$ cat src/rtl/sram_req_arbiter_if.sv
// Sram-like request/response bundle: one requester-side view (master) and
// one responder-side view (slave) of the same set of wires.
interface sram_req_arbiter_if;
    logic        req;
    logic        wr;
    logic [1:0]  size;
    logic [31:0] addr;
    logic [31:0] wdata;
    logic [31:0] rdata;
    logic        addr_ok;
    logic        data_ok;

    modport master (
        output req, wr, size, addr, wdata,
        input  rdata, addr_ok, data_ok
    );

    modport slave (
        input  req, wr, size, addr, wdata,
        output rdata, addr_ok, data_ok
    );
endinterface

$ cat src/rtl/sram_req_arbiter.sv
// Shares one downstream sram-like port between the CPU inst and data ports and
// routes in-order completions back through a FIFO of granted port ids.
module sram_req_arbiter #(
    parameter int MAX_OUT = 4,
    parameter bit RR_EN   = 1'b0
) (
    input  logic                aclk,
    input  logic                aresetn,
    sram_req_arbiter_if.slave   inst_if,
    sram_req_arbiter_if.slave   data_if,
    sram_req_arbiter_if.master  m_if,
    output logic                err_unexp
);
    localparam int PW = $clog2(MAX_OUT);
    localparam int CW = PW + 1;
    localparam logic [CW-1:0] FULL_CNT = CW'(MAX_OUT);

    typedef enum logic {
        PORT_INST = 1'b0,
        PORT_DATA = 1'b1
    } port_e;

    logic [MAX_OUT-1:0] fifo_q, fifo_d;
    logic [PW-1:0]      wr_ptr_q, wr_ptr_d;
    logic [PW-1:0]      rd_ptr_q, rd_ptr_d;
    logic [CW-1:0]      cnt_q, cnt_d;
    logic               lock_q, lock_d;
    port_e              lock_id_q, lock_id_d;
    port_e              rr_last_q, rr_last_d;
    logic               err_q, err_d;

    port_e sel;
    port_e head;
    logic  full;
    logic  m_req;
    logic  accept;
    logic  pop;

    // A pending (not yet accepted) downstream request keeps its port via the lock.
    always_comb begin
        full = (cnt_q == FULL_CNT);
        sel  = PORT_INST;
        if (lock_q) begin
            sel = lock_id_q;
        end else if (RR_EN && inst_if.req && data_if.req) begin
            sel = (rr_last_q == PORT_DATA) ? PORT_INST : PORT_DATA;
        end else if (data_if.req) begin
            sel = PORT_DATA;
        end
        m_req  = aresetn & ~full & ((sel == PORT_DATA) ? data_if.req : inst_if.req);
        accept = m_req & m_if.addr_ok;
        pop    = aresetn & m_if.data_ok & (cnt_q != '0);
        head   = port_e'(fifo_q[rd_ptr_q]);
    end

    assign m_if.req   = m_req;
    assign m_if.wr    = (sel == PORT_DATA) ? data_if.wr    : inst_if.wr;
    assign m_if.size  = (sel == PORT_DATA) ? data_if.size  : inst_if.size;
    assign m_if.addr  = (sel == PORT_DATA) ? data_if.addr  : inst_if.addr;
    assign m_if.wdata = (sel == PORT_DATA) ? data_if.wdata : inst_if.wdata;

    assign inst_if.addr_ok = accept & (sel == PORT_INST);
    assign data_if.addr_ok = accept & (sel == PORT_DATA);
    assign inst_if.data_ok = pop & (head == PORT_INST);
    assign data_if.data_ok = pop & (head == PORT_DATA);
    assign inst_if.rdata   = m_if.rdata;
    assign data_if.rdata   = m_if.rdata;
    assign err_unexp       = err_q;

    always_comb begin
        fifo_d    = fifo_q;
        wr_ptr_d  = wr_ptr_q;
        rd_ptr_d  = rd_ptr_q;
        cnt_d     = cnt_q;
        lock_d    = lock_q;
        lock_id_d = lock_id_q;
        rr_last_d = rr_last_q;
        err_d     = err_q | (m_if.data_ok & (cnt_q == '0));

        if (accept) begin
            fifo_d[wr_ptr_q] = sel;
            wr_ptr_d         = wr_ptr_q + PW'(1);
            lock_d           = 1'b0;
            if (RR_EN) begin
                rr_last_d = sel;
            end
        end else if (m_req) begin
            lock_d    = 1'b1;
            lock_id_d = sel;
        end

        if (pop) begin
            rd_ptr_d = rd_ptr_q + PW'(1);
        end

        case ({accept, pop})
            2'b10:   cnt_d = cnt_q + CW'(1);
            2'b01:   cnt_d = cnt_q - CW'(1);
            default: cnt_d = cnt_q;
        endcase
    end

    always_ff @(posedge aclk) begin
        if (!aresetn) begin
            fifo_q    <= '0;
            wr_ptr_q  <= '0;
            rd_ptr_q  <= '0;
            cnt_q     <= '0;
            lock_q    <= 1'b0;
            lock_id_q <= PORT_INST;
            rr_last_q <= PORT_INST;
            err_q     <= 1'b0;
        end else begin
            fifo_q    <= fifo_d;
            wr_ptr_q  <= wr_ptr_d;
            rd_ptr_q  <= rd_ptr_d;
            cnt_q     <= cnt_d;
            lock_q    <= lock_d;
            lock_id_q <= lock_id_d;
            rr_last_q <= rr_last_d;
            err_q     <= err_d;
        end
    end
endmodule

$ cat src/flat_wrapper.sv
// flat-port wrapper written by rule: the top's interface ports become plain ports
module sram_req_arbiter_flat 
#(
    parameter int MAX_OUT = 4,
    parameter bit RR_EN   = 1'b0
)
  (aclk, aresetn, err_unexp, inst_if_req, inst_if_wr, inst_if_size, inst_if_addr, inst_if_wdata, inst_if_rdata, inst_if_addr_ok, inst_if_data_ok, data_if_req, data_if_wr, data_if_size, data_if_addr, data_if_wdata, data_if_rdata, data_if_addr_ok, data_if_data_ok, m_if_req, m_if_wr, m_if_size, m_if_addr, m_if_wdata, m_if_rdata, m_if_addr_ok, m_if_data_ok);
  sram_req_arbiter_if inst_if_i ();
  sram_req_arbiter_if data_if_i ();
  sram_req_arbiter_if m_if_i ();
  input  logic aclk;
  input  logic aresetn;
  output logic err_unexp;
  input wire logic [$bits(inst_if_i.req)-1:0] inst_if_req;
  input wire logic [$bits(inst_if_i.wr)-1:0] inst_if_wr;
  input wire logic [$bits(inst_if_i.size)-1:0] inst_if_size;
  input wire logic [$bits(inst_if_i.addr)-1:0] inst_if_addr;
  input wire logic [$bits(inst_if_i.wdata)-1:0] inst_if_wdata;
  output wire logic [$bits(inst_if_i.rdata)-1:0] inst_if_rdata;
  output wire logic [$bits(inst_if_i.addr_ok)-1:0] inst_if_addr_ok;
  output wire logic [$bits(inst_if_i.data_ok)-1:0] inst_if_data_ok;
  input wire logic [$bits(data_if_i.req)-1:0] data_if_req;
  input wire logic [$bits(data_if_i.wr)-1:0] data_if_wr;
  input wire logic [$bits(data_if_i.size)-1:0] data_if_size;
  input wire logic [$bits(data_if_i.addr)-1:0] data_if_addr;
  input wire logic [$bits(data_if_i.wdata)-1:0] data_if_wdata;
  output wire logic [$bits(data_if_i.rdata)-1:0] data_if_rdata;
  output wire logic [$bits(data_if_i.addr_ok)-1:0] data_if_addr_ok;
  output wire logic [$bits(data_if_i.data_ok)-1:0] data_if_data_ok;
  output wire logic [$bits(m_if_i.req)-1:0] m_if_req;
  output wire logic [$bits(m_if_i.wr)-1:0] m_if_wr;
  output wire logic [$bits(m_if_i.size)-1:0] m_if_size;
  output wire logic [$bits(m_if_i.addr)-1:0] m_if_addr;
  output wire logic [$bits(m_if_i.wdata)-1:0] m_if_wdata;
  input wire logic [$bits(m_if_i.rdata)-1:0] m_if_rdata;
  input wire logic [$bits(m_if_i.addr_ok)-1:0] m_if_addr_ok;
  input wire logic [$bits(m_if_i.data_ok)-1:0] m_if_data_ok;
  assign inst_if_i.req = inst_if_req;
  assign inst_if_i.wr = inst_if_wr;
  assign inst_if_i.size = inst_if_size;
  assign inst_if_i.addr = inst_if_addr;
  assign inst_if_i.wdata = inst_if_wdata;
  assign inst_if_rdata = inst_if_i.rdata;
  assign inst_if_addr_ok = inst_if_i.addr_ok;
  assign inst_if_data_ok = inst_if_i.data_ok;
  assign data_if_i.req = data_if_req;
  assign data_if_i.wr = data_if_wr;
  assign data_if_i.size = data_if_size;
  assign data_if_i.addr = data_if_addr;
  assign data_if_i.wdata = data_if_wdata;
  assign data_if_rdata = data_if_i.rdata;
  assign data_if_addr_ok = data_if_i.addr_ok;
  assign data_if_data_ok = data_if_i.data_ok;
  assign m_if_req = m_if_i.req;
  assign m_if_wr = m_if_i.wr;
  assign m_if_size = m_if_i.size;
  assign m_if_addr = m_if_i.addr;
  assign m_if_wdata = m_if_i.wdata;
  assign m_if_i.rdata = m_if_rdata;
  assign m_if_i.addr_ok = m_if_addr_ok;
  assign m_if_i.data_ok = m_if_data_ok;
  sram_req_arbiter #(.MAX_OUT(MAX_OUT), .RR_EN(RR_EN)) u_core (.aclk(aclk), .aresetn(aresetn), .inst_if(inst_if_i), .data_if(data_if_i), .m_if(m_if_i), .err_unexp(err_unexp));
endmodule
$ cat config.mk
export PLATFORM = sky130hd
export DESIGN_NAME = sram_req_arbiter_flat
export DESIGN_NICKNAME = d
export VERILOG_FILES = /design/src/rtl/sram_req_arbiter_if.sv /design/src/rtl/sram_req_arbiter.sv /design/src/flat_wrapper.sv
export SDC_FILE = /design/constraint.sdc
export NUM_CORES = 1
export LEC_CHECK = 0
export BUFFER_PORTS_ARGS = -buffer_cell sky130_fd_sc_hd__buf_4
export CAP_MARGIN = 20
export CORE_AREA = 2 2 120 122
export CTS_BUF_LIST = sky130_fd_sc_hd__clkbuf_4 sky130_fd_sc_hd__clkbuf_8
export CTS_CLUSTER_DIAMETER = 40
export DETAILED_ROUTE_END_ITERATION = 10
export DIE_AREA = 0 0 122 124
export PLACE_DENSITY = 0.58
export SLEW_MARGIN = 40
export SYNTH_ARGS = -nofsm -noshare
export SYNTH_HDL_FRONTEND = slang
export SYNTH_SLANG_ARGS = --single-unit
$ cat constraint.sdc
create_clock -name aclk -period 6.4 [get_ports aclk]
set_input_delay 0.64 -clock aclk [delete_from_list [all_inputs] [get_ports aclk]]
set_output_delay 0.64 -clock aclk [all_outputs]
set_load 0.01 [all_outputs]
# After elaboration in Yosys (flattened, before gate mapping)
# Cells that the tools add are included.
dict set report totals {
  reg_bits 14
}
dict set report op_classes {
  magnitude_cmp 3
  bitwise 16
  n_addsub 4
  n_reduce_logical 6
  n_mux 13
  eq_ne 3
}
# op n
set ops {}
lappend ops {{$mux W32} 2}
lappend ops {{$and A1 B1 Y1} 10}
lappend ops {{$lt A2 B3 Y1 const B} 2}
lappend ops {{$mux W1} 6}
lappend ops {{$pmux W3 S2} 1}
lappend ops {{$not A1 Y1} 5}
lappend ops {{$add A2 B1 Y2 const B} 2}
lappend ops {{$bwmux W4} 1}
lappend ops {{$add A3 B1 Y3 const B} 1}
lappend ops {{$eq A3 B3 Y1 const B} 1}
lappend ops {{$logic_not A3 Y1} 1}
lappend ops {{$reduce_bool A3 Y1} 1}
lappend ops {{$sub A3 B1 Y3 const B} 1}
lappend ops {{$bmux W1 S2} 1}
lappend ops {{$demux W1 S2} 1}
lappend ops {{$eq A2 B1 Y1 const B} 1}
lappend ops {{$eq A2 B2 Y1 const B} 1}
lappend ops {{$ge A2 B1 Y1 const B} 1}
lappend ops {{$mux W2} 1}
lappend ops {{$reduce_and A2 Y1} 1}
lappend ops {{$reduce_bool A2 Y1} 1}
lappend ops {{$reduce_or A2 Y1} 1}
lappend ops {{$logic_and A1 B1 Y1} 1}
lappend ops {{$or A1 B1 Y1} 1}

# Longest topological paths before layout
# Gate-level depths: netlist of the first run.
dict set report logic_depth {
  word_depth 7
  mapped_depth 9
  ltp_nobuf 9
}

# Least setup slack after synthesis of the first run
# Ideal clock, no wire load.
dict set report synth_path {
  path_kind {in2reg}
  from {input port data_if_req}
  to {register u_core.cnt_q[2]}
  setup_ns 0.076
  path_slack_ns 3.984
  cell_stages 9
  arrival_ns 2.341
  path_buffers 0
  required_ns 6.324
  cell_sequence {mux2i_1 -> a211oi_1 -> nand3_1 -> ha_1 -> inv_1 -> fa_1 -> xor2_1 -> or3_1 -> a21boi_0}
}
dict set report synth_between {
  elab_chain_len 7
  elab_cells_between_ends 9
  cone_classes {eq/ne: 2; mux: 4; bitwise: 2; reduce/logical: 1}
}
# item line_no
set synth_lines {}
lappend synth_lines {{from (decl)} flat_wrapper.sv:22} ;# input wire logic [$bits(data_if_i.req)-1:0] data_if_req;
lappend synth_lines {{$mux W1} sram_req_arbiter.sv:47} ;# end else if (data_if.req) begin
lappend synth_lines {{$mux W1} sram_req_arbiter.sv:43} ;# if (lock_q) begin
lappend synth_lines {{$mux W1 (*)} sram_req_arbiter.sv:50} ;# m_req = aresetn & ~full & ((sel == PORT_DATA) ? data_if.req : inst_if.req);
lappend synth_lines {{$and A1 B1 Y1 (*)} sram_req_arbiter.sv:50}
lappend synth_lines {{$and A1 B1 Y1 (*)} sram_req_arbiter.sv:51} ;# accept = m_req & m_if.addr_ok;
lappend synth_lines {{$eq A2 B1 Y1 / $eq A2 B2 Y1 (equally long branches)} sram_req_arbiter.sv:96} ;# case ({accept, pop})
lappend synth_lines {{$pmux W3 S2 / $reduce_bool A2 Y1 (equally long branches)} n/a}
lappend synth_lines {{to (signal assigned)} sram_req_arbiter.sv:117} ;# cnt_q <= cnt_d;
lappend synth_lines {{to (decl)} sram_req_arbiter.sv:26} ;# logic [CW-1:0] cnt_q, cnt_d;
# Every way passes the cells marked *; elsewhere a longest branch is shown, timed or not.
# A chain may end at the register's enable or synchronous reset.

# Worst setup path in the final report of the first run
dict set report layout_path {
  from {register u_core.lock_q}
  to {output port m_if_addr[19]}
}
dict set report layout_between {
  elab_chain_len 2
}
# item line_no
set layout_lines {}
lappend layout_lines {{from (decl)} sram_req_arbiter.sv:27} ;# logic lock_q, lock_d;
lappend layout_lines {{from (signal assigned)} sram_req_arbiter.sv:118} ;# lock_q <= lock_d;
lappend layout_lines {{$mux W1} sram_req_arbiter.sv:43}
lappend layout_lines {{$mux W32} sram_req_arbiter.sv:59} ;# assign m_if.addr = (sel == PORT_DATA) ? data_if.addr : inst_if.addr;
lappend layout_lines {{to (decl)} flat_wrapper.sv:33} ;# output wire logic [$bits(m_if_i.addr)-1:0] m_if_addr;
# Every way passes these cells.

==> results of run 1 <==
-- final timing paths --
kind	from	endpoint	slack, ns	cells after the start
worst min register to register	u_core.fifo_q[2]	u_core.fifo_q[2]	0.46	2
worst min-delay path	u_core.fifo_q[2]	u_core.fifo_q[2]	0.46	2
worst max-delay path	u_core.lock_q	m_if_addr[19]	3.74	4
worst max register to register	u_core.lock_id_q	u_core.cnt_q[2]	3.90	9
-- where the power goes --
part | switching [W] | leakage, nW | internal (W)
clock network | 0.0000304 | 0.0216 | 0.0000416
registers | 0.00000673 | 0.114 | 0.0000931
logic | 0.000109 | 1.56 | 0.000171
-- registers in the layout, summed over array words and instances (netlist names) --
register / cells
u_core.wr_ptr_q: 2
u_core.rd_ptr_q: 2
u_core.lock_id_q: 1
u_core.cnt_q: 3
u_core.err_unexp: 1
u_core.fifo_q: 4
u_core.lock_q: 1
-- cells in the mapped netlist (all sizes together) --
master / number
ha: 5
a211oi: 2
xor2: 1
nor3: 1
clkbuf: 2
mux4: 1
or3: 2
nand3: 3
nand2: 14
a21oi: 1
dfxtp: 14
xnor2: 3
buf: 71
and2: 6
nor2: 6
fa: 1
a21boi: 1
mux2i: 8
mux2: 67
nor2b: 2
inv: 7
nor3b: 1
o21ai: 5
-- metrics by stage --
stage | instances | utilization | total power [W]
after floorplan | 224 | - | 0.000268
after global placement | 544 | 0.247 | 0.000379
final | 549 | 0.252 | 0.000452
after CTS | 549 | 0.252 | 0.000458
after global routing | 549 | 0.252 | 0.000480
after detailed placement | 546 | 0.249 | 0.000383
-- layout by cell type, fill, tap and decap left out, drive strengths merged --
| cell | count |
|---|---|
| buf | 215 |
| mux2 | 67 |
| nand2 | 14 |
| dfxtp | 14 |
| mux2i | 8 |
| inv | 7 |
| nor2 | 6 |
| and2 | 6 |
| o21ai | 5 |
| ha | 5 |
| nand3 | 3 |
| xnor2 | 3 |
| clkbuf | 3 |
| or3 | 2 |
| nor2b | 2 |
| a211oi | 2 |
| nor3b | 1 |
| mux4 | 1 |
| xor2 | 1 |
| a21boi | 1 |
| nor3 | 1 |
| a21oi | 1 |
| fa | 1 |
-- worst register-to-register path: stages (launching register included) --
cell and delay [ns]:
dfxtp_1 0.42, mux2i_1 0.38, a211oi_1 0.16, nand3_1 0.20, ha_1 0.21, inv_1 0.06
fa_1 0.37, xor2_1 0.16, or3_1 0.30, a21boi_0 0.17
-- cell families (layout without fill, tap and decap cells) --
group / count (synthesis) / after routing
compound gates: 9 / 9
xor+xnor: 4 / 4
fa+ha+maj: 6 / 6
buf+inv: 80 / 225
flops: 14 / 14
mux: 76 / 76
simple gates: 35 / 35
-- metal layers --
| layer | up-vias | track usage |
|---|---|---|
| met5 | - | 0 |
| met4 | 0 | 0.0144 |
| met3 | 9 | 0.0353 |
| met2 | 155 | 0.184 |
| met1 | 933 | 0.112 |
| li1 | 984 | - |
-- cell type report --
type | count | area [um2] | area share
Tap cell | 180 | 225 | 0.0653
Multi-Input combinational cell | 130 | 1260 | 0.364
Timing Repair Buffer | 215 | 1620 | 0.470
Inverter | 7 | 26.3 | 0.00761
Sequential cell | 14 | 280 | 0.0812
Clock buffer | 3 | 41.3 | 0.0120
==> out/metrics.cfg, run 1 <==
[sta]
fmax_mhz=376
tns_ns=0
relSlewSlack=0.666
setup_violations=0
holdWs_ns=0.456
final_max_slew_viol_count=0
layout_min_cycle_time_ns=2.66
hold_viol=0
setup_slack_ns=3.74
skew_ns=0.00222
rsz0062_at_grt=false
period_share=0.416
tightestPinTransition_ns=0.501

[clock_tree]
cts_buffers=3
hold_buffers=0
cts_max_level=1
cts_sinks=14
clkLatencyLatePin_ns=0.24
clk_pin_slew_ns=0.06
post_cts_resized=0
cts_root_buf=clkbuf_8
post_cts_buffers=0
cts_tree=built
cts_buffer_depth=2

[cells_and_area]
n_antenna_cell=0
final_nets=549
drive_gt1_frac=0.783
area_delta_synth_final_pct=65.1
finalInstanceArea_um2=3450
fillers=1479

[global_route]
antenna_found_initial=0
grt.overflow.total=0
grt_pass1_wl_um=11500
grt_util_all_layers=0.0992
grt_pass1_vias=2082
grt_max_degree=41

[yosys]
ys_ff_latch=14
synth_mux_area_frac=0.428
synth_area_um2=2090
synth_top_area_share=0.313
synth_area_per_cell_um2=9.33
yosys.area.top_type=mux2_2
syn_inst=224
yosysSeqAreaShare=0.134
synthAdderAreaFrac=0.0395
synthSimpleGateAreaFrac=0.0814
synthTopCellsByArea=mux2_2, buf_4, dfxtp_1
synth_top_family_by_area=multiplexers
synth_compound_area_frac=0.0311
syn_nets=402
yosysUniqueCellTypes=28
ys_warn_count=0
synthXorXnorAreaFrac=0.0168

[floorplan]
num_io_pins=309
die_w_um=122
die_y_um=124
coreArea_um2=13700
rows=43
dieArea_um2=15100
start_util=0.152

[routing]
wl_met2_um=4580
wl_met3_um=924
wl_per_cell_um=15.6
dr.first_iter.drc_count=69
drc=0
top_layer_used=met4
wl_met1_um=3000
postRouteAntennaNets=0
firstDrtPassIters=4
vias=2081
vias_per_cell=3.79
drt-total-wl_um=8550

[worst_setup_path]
slowest_delay_ns=0.46
timing.critical_path.from_type=register
critPathArrivalTime_ns=2.02
required_ns=5.76
crit_fanout=40
crit_top_cell=buf_4
path_cells=mux2i_4 -> buf_4 -> mux2_2 -> buf_4
endpoint_kind=output pin
cp_top_family=multiplexers
path_buf_inv=2
cp_slowest_cell=dfxtp_1
worstSetupPathType=reg2out

[placed_design]
io_buffers=212
hpwl_um=7530
gp_congestion=0.732
dpl_cell_area_um2=3410
pre_cts_slack_ns=3.59

[pwr]
vdd_drop_max_v=0.0000684
p_leak_nw=1.70
pwr_density_cell_nw_per_um2=131

[job]
max_cap_violations=0

[worst_hold_path]
hp-class=reg2reg

[run_status]
status=complete, no violations

Power figures use the tool's default switching activity.
==> inputs of run 2 (changes only) <==
--- a/config.mk
+++ b/config.mk
@@ -12,7 +12,7 @@
 export CTS_CLUSTER_DIAMETER = 40
 export DETAILED_ROUTE_END_ITERATION = 10
 export DIE_AREA = 0 0 122 124
-export PLACE_DENSITY = 0.58
+export PLACE_DENSITY = 0.6
 export SLEW_MARGIN = 40
 export SYNTH_ARGS = -nofsm -noshare
 export SYNTH_HDL_FRONTEND = slang
==> constraint.sdc (replaced) <==
create_clock -name aclk -period 2.4 [get_ports aclk]
set_input_delay 0.24 -clock aclk [delete_from_list [all_inputs] [get_ports aclk]]
set_output_delay 0.24 -clock aclk [all_outputs]
set_load 0.01 [all_outputs]
==> run 2 against run 1 <==
Effect of this change:
- die area unchanged
- clock skew shrank 0.00053 ns
- first-iteration DRC count decreased by 58%
- critical endpoint is now u_core.cnt_q[2]
- largest power group unchanged
==> out/metrics.cfg, run 2 (synthesis results as in run 1) <==
[pwr]
p_seq_frac=0.216  ; -0.005
finalPower_w=0.00124  ; +180%
vdd_drop_max_v=0.000146  ; +110%
p_leak_nw=1.72  ; +1.4%
p_int_w=0.000860  ; +180%
p_sw_w=0.000384  ; +160%
clkPwrFrac=0.182  ; +0.023
power_frac_comb=0.602  ; -0.018
pwr_density_cell_nw_per_um2=354  ; +170%
swShare=0.309  ; -0.0142

[worst_setup_path]
reg2reg_to=u_core.cnt_q[2]
slowest_delay_ns=0.37  ; -0.09 ns
path_buf_inv=1  ; -1
path_cells=nor3b_4 -> a211oi_1 -> nand3_1 -> ha_2 -> inv_1 -> fa_1 -> xor2_1 -> or3_1 -> a21boi_1
reg2reg_from=u_core.cnt_q[1]
critPathArrivalTime_ns=2.44  ; +0.42 ns
endpoint_kind=register
cp_slowest_cell=dfxtp_1
required_ns=2.57  ; -3.19 ns
r2r_cells=9  ; unchanged
regToRegSetupSlack_ns=0.13  ; -3.77 ns
worstSetupPathType=reg2reg
cp_top_family=simple AND/OR/NAND/NOR gates
crit_fanout=5  ; -88%
timing.critical_path.from_type=register

[routing]
vias_per_cell=3.72  ; -2.0%
drc=0  ; unchanged
wl_per_cell_um=14.5  ; -6.7%
dr.first_iter.drc_count=29  ; -58%
postRouteAntennaNets=0  ; unchanged
firstDrtPassIters=4  ; unchanged
drt-total-wl_um=8020  ; -6.2%
vias=2051  ; -1.4%

[floorplan]
start_util=0.152  ; unchanged
num_io_pins=309  ; unchanged
die_w_um=122  ; unchanged
coreArea_um2=13700  ; unchanged
dieArea_um2=15100  ; unchanged
die_y_um=124  ; unchanged
rows=43  ; unchanged

[sta]
hold_viol=0  ; unchanged
relSlewSlack=0.749  ; +0.0834
period_share=0.947
tns_ns=0  ; unchanged
setup_violations=0  ; unchanged
tightestPinTransition_ns=0.375  ; -0.126 ns
fmax_mhz=440
layout_min_cycle_time_ns=2.27
final_max_slew_viol_count=0  ; unchanged
skew_ns=0.00170  ; -0.000525 ns
rsz0062_at_grt=false

[worst_hold_path]
min_path_cells=3  ; +1
holdPathEnd=u_core.err_unexp
hp-class=in2reg
hp-start=m_if_data_ok

[cells_and_area]
n_antenna_cell=0  ; unchanged
reg_top3=u_core.fifo_q x4, u_core.cnt_q x3
drive_gt1_frac=0.798  ; +0.0152
top_register=u_core.fifo_q
final_common_cell=buf_4
largest_reg_flops=4  ; unchanged
final_cell_mix=buf_4, mux2_2, nand2_1
area_delta_synth_final_pct=68.1
final_nets=551  ; +0.36%

[clock_tree]
cts_sinks=14  ; unchanged
clkLatencyLatePin_ns=0.24  ; about the same
cts_max_level=1  ; unchanged
clk_pin_slew_ns=0.06  ; about the same
cts_tree=built
cts_buffer_depth=2  ; unchanged
cts_buffers=3  ; unchanged
cts_root_buf=clkbuf_8

[placed_design]
gp_congestion=0.773  ; +5.6%
io_buffers=212  ; unchanged
hpwl_um=7030  ; -6.6%

[global_route]
grt_pass1_vias=1960  ; -5.9%
grt_pass1_wl_um=10500  ; -8.8%
antenna_found_initial=0  ; unchanged
grt_util_all_layers=0.0904  ; -0.00886
grt.overflow.total=0  ; unchanged
grt_max_degree=41  ; unchanged

[run_status]
status=complete, no violations

[job]
max_cap_violations=0  ; unchanged

[run 2: cell count changes in the layout (fill, tap and decap cells not counted), sizes merged]
cell | before | now
clkbuf | 3 | 4
buf | 215 | 217
[run 2: worst max-delay path by stage]
| stage | slack (ns) | cells past startpoint | to | startpoint |
|---|---|---|---|---|
| after floorplan | 0.20 | 9 | u_core.cnt_q[2] | u_core.lock_id_q |
| after global placement | 0.17 | 9 | u_core.cnt_q[2] | u_core.cnt_q[0] |
| after detailed placement | 0.06 | 9 | u_core.cnt_q[2] | u_core.cnt_q[0] |
| after CTS | 0.05 | 9 | u_core.cnt_q[2] | u_core.cnt_q[0] |
| after global routing | 0.008 | 9 | u_core.cnt_q[2] | u_core.cnt_q[1] |
| final | 0.13 | 9 | u_core.cnt_q[2] | u_core.cnt_q[1] |
[run 2: layer usage]
metal | global-route usage | vias to the layer above | part of all wire
li1 | - | 988 | -
met1 | 0.112 | 913 | 0.38
met2 | 0.161 | 140 | 0.52
met3 | 0.0192 | 10 | 0.092
met4 | 0.0208 | 0 | 0.0081
met5 | 0 | - | 0
[run 2: per-stage QoR]
stage | util | setup slack, ns | instance area, um2 | hold slack [ns] | std cells
5_1_grt | 0.256 | 0.00817 | 3510 | 0.279 | 552
3_3_place_gp | 0.250 | 0.172 | 3430 | 0.451 | 546
2_1_floorplan | - | 0.205 | 2090 | 0.403 | 224
4_1_cts | 0.254 | 0.0482 | 3480 | 0.278 | 550
3_5_place_dp | 0.250 | 0.0593 | 3430 | 0.452 | 546
6_report | 0.256 | 0.127 | 3510 | 0.272 | 552
[run 2: tightest hold or removal path, delay by kind of cell]
kind	cells	cell delay [ns]
buffers and inverters	1	0.09
AO/OA/AOI/OAI	1	0.05
AND/OR/NAND/NOR	1	0.09
[run 2: power groups by stage]
stage / logic [W] / registers, W / clock network (W)
detailed placement: 0.000750 / 0.000272 / 0
finish: 0.000749 / 0.000269 / 0.000226
CTS: 0.000754 / 0.000266 / 0.000233
floorplan: 0.000446 / 0.000267 / 0
global placement: 0.000743 / 0.000270 / 0
global route: 0.000806 / 0.000271 / 0.000240
[run 2: timing repair]
| item | CTS | global route |
|---|---|---|
| setup endpoints to repair | 0 | 1 |
| buffers inserted | 0 | 2 |
| gates resized for setup | 0 | 7 |
| hold buffers | 0 | 0 |
| endpoints found under the hold margin | 0 | 0 |
[run 2: area by class of cell]
type,count,area [um2]
fill,1469,10200
timing repair buffer,217,1650
multi-input combinational,130,1270
sequential,14,284
tap,180,225
clock buffer,4,55.1
inverter,7,26.3
==> inputs of run 3 (changes only) <==
--- a/config.mk
+++ b/config.mk
@@ -13,6 +13,8 @@
 export DETAILED_ROUTE_END_ITERATION = 10
 export DIE_AREA = 0 0 122 124
 export PLACE_DENSITY = 0.6
+export REMOVE_ABC_BUFFERS = 1
+export SETUP_SLACK_MARGIN = 0.15
 export SLEW_MARGIN = 40
 export SYNTH_ARGS = -nofsm -noshare
 export SYNTH_HDL_FRONTEND = slang
==> run 3 against run 2 <==
Effect of this change:
- count of clock-buffer cells in the layout is the same
- global-route usage grew 2.2 points
- power shrank 0.52%
- clock skew grew 0.0027 ns
- die area is the same
- critical path depth shrank 5
- wire length grew 21%
==> out/metrics.cfg, run 3 (synthesis results as in run 1) <==
[run_status]
status=complete, no violations

[pwr]
clkPwrFrac=0.186  ; +0.004
swShare=0.306  ; -0.00307
p_int_w=0.000859  ; about the same
pwr_density_cell_nw_per_um2=350  ; -1.1%
p_sw_w=0.000378  ; -1.5%
p_seq_frac=0.217  ; about the same
finalPower_w=0.00124  ; -0.52%
power_frac_comb=0.597  ; -0.005
p_leak_nw=1.73  ; +0.49%
vdd_drop_max_v=0.000175  ; +20%

[routing]
drt-total-wl_um=9700  ; +21%
wl_per_cell_um=17.5  ; +20%
firstDrtPassIters=4  ; unchanged
dr.first_iter.drc_count=57  ; +97%
drc=0  ; unchanged
vias=2227  ; +8.6%
vias_per_cell=4.02  ; +8.2%
postRouteAntennaNets=0  ; unchanged

[sta]
tightestPinTransition_ns=0.390  ; +0.0155 ns
relSlewSlack=0.739  ; -0.0104
setup_slack_ns=0.224  ; +0.0975 ns
period_share=0.907  ; -0.0406
final_max_slew_viol_count=0  ; unchanged
setup_violations=0  ; unchanged
hold_viol=0  ; unchanged
layout_min_cycle_time_ns=2.18  ; -0.0975 ns
fmax_mhz=460  ; +4.5%
holdWs_ns=0.271  ; -0.000486 ns
skew_ns=0.00438  ; +0.00268 ns
rsz0062_at_grt=true

[worst_setup_path]
path_cells=mux2i_4 -> buf_12 -> mux2_2 -> buf_4
path_buf_inv=2  ; +1
required_ns=2.16  ; -0.41 ns
endpoint_kind=output pin
worstSetupPathType=reg2out
cp_slowest_cell=dfxtp_1
slowest_delay_ns=0.50  ; +0.13 ns
critPathArrivalTime_ns=1.94  ; -0.50 ns
cp_top_family=multiplexers
crit_fanout=52  ; +47
timing.critical_path.from_type=register

[cells_and_area]
reg_top3=u_core.fifo_q x4, u_core.cnt_q x3
top_register=u_core.fifo_q
final_cell_mix=buf_4, mux2_2, nand2_1
final_common_cell=buf_4
area_delta_synth_final_pct=69.1
final_nets=553  ; +0.36%
largest_reg_flops=4  ; unchanged
n_antenna_cell=0  ; unchanged
drive_gt1_frac=0.805  ; +0.00643
fillers=1486  ; +1.2%
finish.utilization=0.258  ; +0.00146

[floorplan]
die_y_um=124  ; unchanged
die_w_um=122  ; unchanged
dieArea_um2=15100  ; unchanged
num_io_pins=309  ; unchanged
start_util=0.152  ; unchanged
rows=43  ; unchanged
coreArea_um2=13700  ; unchanged

[clock_tree]
cts_sinks=14  ; unchanged
cts_tree=built
cts_max_level=1  ; unchanged
clkLatencyLatePin_ns=0.25  ; about the same
cts_buffers=3  ; unchanged
clk_pin_slew_ns=0.06  ; about the same
cts_root_buf=clkbuf_8
cts_buffer_depth=2  ; unchanged

[placed_design]
pre_cts_slack_ns=-0.0426  ; -0.102 ns
hpwl_um=8210  ; +17%
io_buffers=212  ; unchanged
gp_congestion=0.793  ; +2.7%

[global_route]
grt_max_degree=53  ; +29%
antenna_found_initial=0  ; unchanged
grt_util_all_layers=0.112  ; +0.0217
grt.overflow.total=0  ; unchanged
grt_pass1_vias=2288  ; +17%
grt_pass1_wl_um=12600  ; +20%

[worst_hold_path]
hp-class=in2reg

[job]
max_cap_violations=0  ; unchanged

[run 3: cell types whose count changed in the layout (fill, tap and decap cells not counted), sizes merged]
cell | previous run | this run
buf | 217 | 219
[run 3: metrics by stage]
stage	cells	TNS [ns]	cell area, um2
3_5_place_dp	546	-0.0426	3410
6_report	554	0	3530
5_1_grt	554	0	3530
3_3_place_gp	546	0	3410
2_1_floorplan	151	-90.36	1550
4_1_cts	552	0	3500
[run 3: area by class of cell]
| type | count | area [um2] | area share |
|---|---|---|---|
| repair buffers | 219 | 1660 | 0.469 |
| well taps | 180 | 225 | 0.0637 |
| flip-flops and latches | 14 | 288 | 0.0814 |
| multi-input cells | 130 | 1280 | 0.363 |
| inverters | 7 | 26.3 | 0.00744 |
| clock buffers | 4 | 55.1 | 0.0156 |
[run 3: power by group through the flow]
stage               combinational (W)  clock (W)  sequential, W
floorplan                    0.000331          0       0.000267
CTS                          0.000742   0.000241       0.000267
global route                 0.000797   0.000245       0.000270
global placement             0.000725          0       0.000269
detailed placement           0.000734          0       0.000271
finish                       0.000739   0.000231       0.000268
[run 3: final timing paths]
| path | startpoint | endpoint | slack (ns) | depth (start not counted) |
|---|---|---|---|---|
| setup / recovery | u_core.lock_q | m_if_addr[6] | 0.22 | 4 |
| hold / removal | m_if_data_ok | u_core.err_unexp | 0.27 | 3 |
| setup reg to reg | u_core.lock_id_q | u_core.cnt_q[2] | 0.23 | 9 |
| hold reg to reg | u_core.fifo_q[1] | u_core.fifo_q[1] | 0.46 | 2 |
[run 3: per-layer routing]
metal	routed length (um)	GRT usage	up-vias
met5	41	0.0660	-
met4	77	0.0201	2
met3	1540	0.0829	15
met2	4630	0.169	200
met1	3410	0.124	1020
li1	-	-	990
[run 3: worst min-delay path: stages]
cell and delay (ns):
buf_4 0.09, a21oi_1 0.05, nor2b_1 0.10
[run 3: timing repair]
action | in CTS | in global routing
hold buffers | 0 | 0
resized for setup | 3 | 8
setup buffers | 2 | 2
hold endpoints to repair | 0 | 0
pin swaps | 0 | 4
endpoints found under the setup margin | 1 | 1
